<file path="config.mk">
export PLATFORM = sky130hd
export DESIGN_NAME = ex_slot_sched_flat
export DESIGN_NICKNAME = d
export VERILOG_FILES = /design/src/rtl/ex_slot_sched_if.sv /design/src/rtl/ex_slot_sched.sv /design/src/flat_wrapper.sv
export SDC_FILE = /design/constraint.sdc
export NUM_CORES = 1
export LEC_CHECK = 0
export CAP_MARGIN = 20
export CORE_MARGIN = 2
export CORE_UTILIZATION = 61
export CTS_BUF_LIST = sky130_fd_sc_hd__clkbuf_4 sky130_fd_sc_hd__clkbuf_8
export CTS_CLUSTER_SIZE = 25
export DETAILED_ROUTE_END_ITERATION = 16
export MAX_ROUTING_LAYER = met4
export PLACE_DENSITY = 0.86
export SLEW_MARGIN = 5
export SYNTH_ARGS = -nofsm -noshare
export SYNTH_HDL_FRONTEND = slang
export SYNTH_SLANG_ARGS = --single-unit
export TNS_END_PERCENT = 30
</file>
<file path="constraint.sdc">
create_clock -name sclk -period 2.9 [get_ports sclk]
set_input_delay 0.29 -clock sclk [delete_from_list [all_inputs] [get_ports sclk]]
set_output_delay 0.29 -clock sclk [all_outputs]
set_load 0.01 [all_outputs]
</file>
<file path="src/rtl/ex_slot_sched_if.sv">
// ----------------------------------------------------------------------------
// ex_slot_sched_if
// Bundles the configuration port and the scheduled output stream of
// ex_slot_sched.
//   master : configuration writer / stream consumer (drives i_*, reads o_*)
//   slave  : the scheduler itself (reads i_*, drives o_*)
// Signals:
//   i_wr, i_addr[7:0], i_data[9:0] : configuration write port
//   i_start, i_stop                : level-sampled run control
//   o_dv, o_data[7:0]              : scheduled output stream
//   o_busy, o_frame_done, o_err    : status
// ----------------------------------------------------------------------------
interface ex_slot_sched_if;
    logic       i_wr;
    logic [7:0] i_addr;
    logic [9:0] i_data;
    logic       i_start;
    logic       i_stop;
    logic       o_dv;
    logic [7:0] o_data;
    logic       o_busy;
    logic       o_frame_done;
    logic       o_err;

    modport master (
        output i_wr, i_addr, i_data, i_start, i_stop,
        input  o_dv, o_data, o_busy, o_frame_done, o_err
    );

    modport slave (
        input  i_wr, i_addr, i_data, i_start, i_stop,
        output o_dv, o_data, o_busy, o_frame_done, o_err
    );
endinterface : ex_slot_sched_if

</file>
<file path="src/rtl/ex_slot_sched.sv">
// ----------------------------------------------------------------------------
// ex_slot_sched
// Programmable slot scheduler. A configuration port loads up to DEPTH slot
// entries ({last, valid, data[7:0]}) and a frame repeat count; a start/stop
// FSM then plays the table out one slot per clock, repeating frames as
// programmed (repeat count 0 = forever) and pulsing o_frame_done on the last
// slot of each frame.
// Ports:
//   sclk  : system clock, rising edge
//   rst_n : asynchronous active-low reset
//   bus   : ex_slot_sched_if.slave (config write, start/stop, output stream,
//           status). All outputs are registered.
// ----------------------------------------------------------------------------
module ex_slot_sched #(
    parameter int unsigned DEPTH    = 8,
    parameter logic [7:0]  RPT_ADDR = 8'h10
) (
    input  logic            sclk,
    input  logic            rst_n,
    ex_slot_sched_if.slave  bus
);

    localparam int unsigned PW = $clog2(DEPTH);
    localparam int unsigned EW = 10;

    typedef enum logic {
        IDLE = 1'b0,
        RUN  = 1'b1
    } state_e;

    state_e         state_q;
    logic [PW-1:0]  ptr_q;
    logic [EW-1:0]  tbl_q [DEPTH];
    logic [7:0]     rpt_q;
    logic [7:0]     rcnt_q;
    logic           stop_pend_q;
    logic           o_dv_q;
    logic [7:0]     o_data_q;
    logic           o_busy_q;
    logic           o_frame_done_q;
    logic           o_err_q;

    logic [EW-1:0]  cur_entry;
    logic           cur_valid;
    logic           frame_end;
    logic           addr_is_slot;
    logic           addr_is_rpt;
    logic           wr_ok;
    logic           wr_bad;

    // Current slot decode and config write qualification
    always_comb begin
        cur_entry    = tbl_q[ptr_q];
        cur_valid    = cur_entry[8];
        frame_end    = cur_entry[9] || (ptr_q == PW'(DEPTH - 1));
        addr_is_rpt  = (bus.i_addr == RPT_ADDR);
        addr_is_slot = (bus.i_addr < 8'(DEPTH));
        // o_busy_q also covers the single post-frame cycle spent in IDLE
        wr_ok        = bus.i_wr && (state_q == IDLE) && !o_busy_q
                       && (addr_is_rpt || addr_is_slot);
        wr_bad       = bus.i_wr && !wr_ok;
    end

    // Config table, repeat logic and playback FSM
    always_ff @(posedge sclk or negedge rst_n) begin
        if (!rst_n) begin
            state_q        <= IDLE;
            ptr_q          <= '0;
            rpt_q          <= 8'd1;
            rcnt_q         <= 8'd0;
            stop_pend_q    <= 1'b0;
            o_dv_q         <= 1'b0;
            o_data_q       <= 8'h00;
            o_busy_q       <= 1'b0;
            o_frame_done_q <= 1'b0;
            o_err_q        <= 1'b0;
            for (int i = 0; i < int'(DEPTH); i++) begin
                tbl_q[i] <= '0;
            end
        end else begin
            o_err_q <= wr_bad;

            if (wr_ok) begin
                if (addr_is_rpt) begin
                    rpt_q <= bus.i_data[7:0];
                end else begin
                    tbl_q[bus.i_addr[PW-1:0]] <= bus.i_data;
                end
            end

            case (state_q)
                IDLE: begin
                    o_dv_q         <= 1'b0;
                    o_data_q       <= 8'h00;
                    o_frame_done_q <= 1'b0;
                    o_busy_q       <= 1'b0;
                    stop_pend_q    <= 1'b0;
                    // Stop wins over a simultaneous start
                    if (bus.i_start && !bus.i_stop) begin
                        state_q  <= RUN;
                        ptr_q    <= '0;
                        rcnt_q   <= rpt_q;
                        o_busy_q <= 1'b1;
                    end
                end

                RUN: begin
                    o_busy_q <= 1'b1;
                    o_dv_q   <= cur_valid;
                    o_data_q <= cur_valid ? cur_entry[7:0] : 8'h00;
                    if (frame_end) begin
                        o_frame_done_q <= 1'b1;
                        ptr_q          <= '0;
                        if (rcnt_q != 8'd0) begin
                            rcnt_q <= rcnt_q - 8'd1;
                        end
                        // A stop seen on the last slot still ends this frame
                        if ((rcnt_q == 8'd1) || stop_pend_q || bus.i_stop) begin
                            state_q     <= IDLE;
                            stop_pend_q <= 1'b0;
                        end
                    end else begin
                        o_frame_done_q <= 1'b0;
                        ptr_q          <= ptr_q + PW'(1);
                        if (bus.i_stop) begin
                            stop_pend_q <= 1'b1;
                        end
                    end
                end

                default: state_q <= IDLE;
            endcase
        end
    end

    assign bus.o_dv         = o_dv_q;
    assign bus.o_data       = o_data_q;
    assign bus.o_busy       = o_busy_q;
    assign bus.o_frame_done = o_frame_done_q;
    assign bus.o_err        = o_err_q;

endmodule : ex_slot_sched

</file>
<file path="src/flat_wrapper.sv">
// flat-port wrapper written by rule: the top's interface ports become plain ports
module ex_slot_sched_flat 
#(
    parameter int unsigned DEPTH    = 8,
    parameter logic [7:0]  RPT_ADDR = 8'h10
)
  (sclk, rst_n, bus_i_wr, bus_i_addr, bus_i_data, bus_i_start, bus_i_stop, bus_o_dv, bus_o_data, bus_o_busy, bus_o_frame_done, bus_o_err);
  ex_slot_sched_if bus_i ();
  input  logic sclk;
  input  logic rst_n;
  input wire logic [$bits(bus_i.i_wr)-1:0] bus_i_wr;
  input wire logic [$bits(bus_i.i_addr)-1:0] bus_i_addr;
  input wire logic [$bits(bus_i.i_data)-1:0] bus_i_data;
  input wire logic [$bits(bus_i.i_start)-1:0] bus_i_start;
  input wire logic [$bits(bus_i.i_stop)-1:0] bus_i_stop;
  output wire logic [$bits(bus_i.o_dv)-1:0] bus_o_dv;
  output wire logic [$bits(bus_i.o_data)-1:0] bus_o_data;
  output wire logic [$bits(bus_i.o_busy)-1:0] bus_o_busy;
  output wire logic [$bits(bus_i.o_frame_done)-1:0] bus_o_frame_done;
  output wire logic [$bits(bus_i.o_err)-1:0] bus_o_err;
  assign bus_i.i_wr = bus_i_wr;
  assign bus_i.i_addr = bus_i_addr;
  assign bus_i.i_data = bus_i_data;
  assign bus_i.i_start = bus_i_start;
  assign bus_i.i_stop = bus_i_stop;
  assign bus_o_dv = bus_i.o_dv;
  assign bus_o_data = bus_i.o_data;
  assign bus_o_busy = bus_i.o_busy;
  assign bus_o_frame_done = bus_i.o_frame_done;
  assign bus_o_err = bus_i.o_err;
  ex_slot_sched #(.DEPTH(DEPTH), .RPT_ADDR(RPT_ADDR)) u_core (.sclk(sclk), .rst_n(rst_n), .bus(bus_i));
endmodule
</file>
==> out/qor.csv <==
stage,metric,value,unit
status,status,finished clean,
sta,finalHoldViolCount,0,
yosys,async_flop_share,100,%
power,power,4250,uW
global_route,grt_util_all_layers,27.4,%
yosys,yosysSeqAreaShare,55.8,%
die,io-pin-count,35,
cts,cts-root-buf,clkbuf_8,
cts,cts_tree,done,
yosys,syn_nets,369,
cts,postCtsSetupBuffers,0,
detailed_routing,detail-route-antenna-nets,0,
global_route,gr-total-overflow,0,
yosys,synth_area_per_cell,14.8,sq um
global_route,grt_max_degree,62,
die,die_x,95.2,um
setup_path,end_kind,flop,
sta,finalCriticalPeriod,2460,ps
detailed_routing,wire_per_inst,21.0,um
cts,htree_num_levels,4,
die,die_height,95.2,um
sta,worst_pin_slew,808,ps
place,gp_congestion,0.874,
yosys,synth_area,5070,sq um
cts,clkTransAtPathRegs,70,ps
place,portBuffers,34,
die,initial_core_util,62.3,%
final_layout,fin_cells,519,
yosys,synth_top_area_share,55.3,%
detailed_routing,vias_per_cell,6.16,
power,p_leak,0.00289,uW
die,core_area,8130,sq um
setup_path,startpoint_type,flop,
power,ir_drop,379,uV
final_layout,drive_above_1_share,41.1,%
sta,drv_slew,0,
yosys,synth_top_area_cell,dfrtp_1,
cts,cts_hold_buf,1,
detailed_routing,drt_iter0_markers,165,
die,num_rows,33,
detailed_routing,vias,3196,
global_route,grt.busiest_layer,met2,
global_route,antenna_found_initial,0,
sta,skew,11.7,ps
yosys,ys_seq_elements,113,
worst_hold_path,hold_class,input port to flop,
final_layout,fin_nets,428,
yosys,synth_cell_types,40,
setup_path,cp_data_required_time,3210,ps
place,hpwl,6.96,mm
sta,setup_violations,0,
global_route,use_met2,43.7,%
sta,rsz0062_at_grt,no,
place,dp_slack,205,ps
sta,timing.fmax,407,MHz
cts,cts.sinks,113,
detailed_routing,drc,0,
global_route,grt_pass1_wl,17.5,mm
cts,clk_latency,440,ps
final_layout,area_growth,19.8,%
yosys,synth-warning-count,0,
die,die_area,9060,sq um
sta,tns,0,ps
final_layout,diodes,0,
sta,maxSlewHeadroom,46.1,%
place,dp.cells,486,
detailed_routing,wl,10.9,mm
cts,cts_resized,0,
setup_path,path_max_fanout,9,
yosys,netlist_top_cells_area,"dfrtp_1 55%, mux2_2 20%, mux4_2 8.9%",
yosys,ys.flop_type,dfrtp_1,
job,cap_violations,0,
sta,setup_ws,443,ps
setup_path,arrival,2760,ps
global_route,use_met1,35.0,%
yosys,synthCells,342,
cts,cts_buffer_depth,2,
cts,cts_buffers,17,
setup_path,critPathKind,flop to flop,
sta,fin_crit_sh,84.7,%
detailed_routing,first_pass_iters,4,
global_route,grt_pass1_vias,3409,
power,p_per_area,700,nW/um^2
yosys,synth_edf_count,0,
global_route,grt_util_met3,5.45,%
[layer usage]
metal	wire length [um]	vias up
met1	4440	1680
met2	5660	109
met4	125	0
met3	646	16
met5	0	-
li1	-	1391
[flip-flops by register name, indices dropped and copies added, names as in the netlist]
| register | flops |
|---|---|
| u_core.bus.o_err | 1 |
| u_core.ptr_q | 3 |
| u_core.bus.o_frame_done | 1 |
| u_core.bus.o_busy | 1 |
| u_core.bus.o_dv | 1 |
| u_core.bus.o_data | 8 |
| u_core.rpt_q | 8 |
| u_core.rcnt_q | 8 |
| u_core.state_q | 1 |
| u_core.stop_pend_q | 1 |
| u_core.tbl_q | 80 |
[final timing paths]
kind                                       start          endpoint  slack (ps)  cells after the start
worst max-delay path            u_core.rcnt_q[0]  u_core.rcnt_q[1]         440                      7
worst min-delay path                    bus_i_wr  u_core.bus.o_err         450                      2
worst max register to register  u_core.rcnt_q[0]  u_core.rcnt_q[1]         440                      7
worst min register to register  u_core.tbl_q[39]  u_core.tbl_q[39]         500                      1
max in group asynchronous                  rst_n  u_core.tbl_q[21]        1680                      3
min in group asynchronous                  rst_n  u_core.rcnt_q[4]         460                      2
[through the flow]
stage / cell area, sq um / utilization, % / hold slack, ps
2_1_floorplan: 5070 / - / -5.59
3_3_place_gp: 5630 / 69.3 / 373
3_5_place_dp: 5630 / 69.3 / 382
4_1_cts: 6070 / 74.7 / 433
5_1_grt: 6070 / 74.7 / 466
6_report: 6070 / 74.7 / 449
[report_power, final]
group / internal (uW) / switching, uW
logic: 377 / 434
clock network: 874 / 725
registers: 1680 / 162
[layout make-up]
type	instances	area, sq um
well taps	105	131
fillers	499	2060
flip-flops and latches	113	2830
clock inverters	15	195
multi-input cells	214	2180
clock buffers	17	234
inverters	6	22.5
repair buffers	49	478
[cell families (layout without fill, tap and decap cells)]
| family | Yosys count | in the layout | share of synthesized area, % |
|---|---|---|---|
| buffers and inverters | 15 | 87 | 1.16 |
| and+or+nand+nor | 58 | 58 | 6.96 |
| xor gates and xnor gates | 2 | 2 | 0.345 |
| DFF | 113 | 113 | 55.8 |
| muxes | 122 | 122 | 31.2 |
| adders and majority gates | 4 | 4 | 0.987 |
| AOI/OAI and AO/OA | 28 | 28 | 3.53 |
[cell usage in the layout, fill, tap and decap left out, types with 2 or more instances in the layout]
cell,instances
nor2_1,21
a21oi_1,6
clkinvlp_4,2
nand2b_1,3
clkinv_4,3
o22ai_1,7
dfrtp_1,112
mux2_2,90
bufinv_16,3
clkbuf_8,17
ha_1,4
xor2_1,2
nor4_4,2
nor3_4,2
inv_1,6
buf_12,2
nand2_2,3
buf_4,13
a32o_1,2
nand3_1,4
clkdlybuf4s50_1,33
mux2i_1,12
o21ai_0,5
o211ai_1,3
inv_6,6
nand2_1,8
nor2b_1,2
nor3_1,3
mux4_2,20
[synth_stat cells, drive strengths merged (2+ instances only)]
| cell type | number |
|---|---|
| dfrtp | 112 |
| nand3 | 4 |
| nor4 | 3 |
| mux2 | 90 |
| o211ai | 3 |
| mux4 | 20 |
| nor2b | 2 |
| nor2 | 22 |
| nor3 | 5 |
| nand2b | 3 |
| o21ai | 5 |
| a32o | 2 |
| clkbuf | 6 |
| inv | 6 |
| ha | 4 |
| nand2 | 11 |
| xor2 | 2 |
| mux2i | 12 |
| o22ai | 7 |
| a21oi | 6 |
| buf | 3 |
[critical path, stage by stage, from the launching register on]
cell,delay (ps)
dfrtp_1,450
inv_1,90
ha_1,270
and2_0,180
a32oi_1,630
o21ai_0,390
o22ai_1,220
a21oi_1,100
No activity file was read; power rests on OpenSTA's default activity.
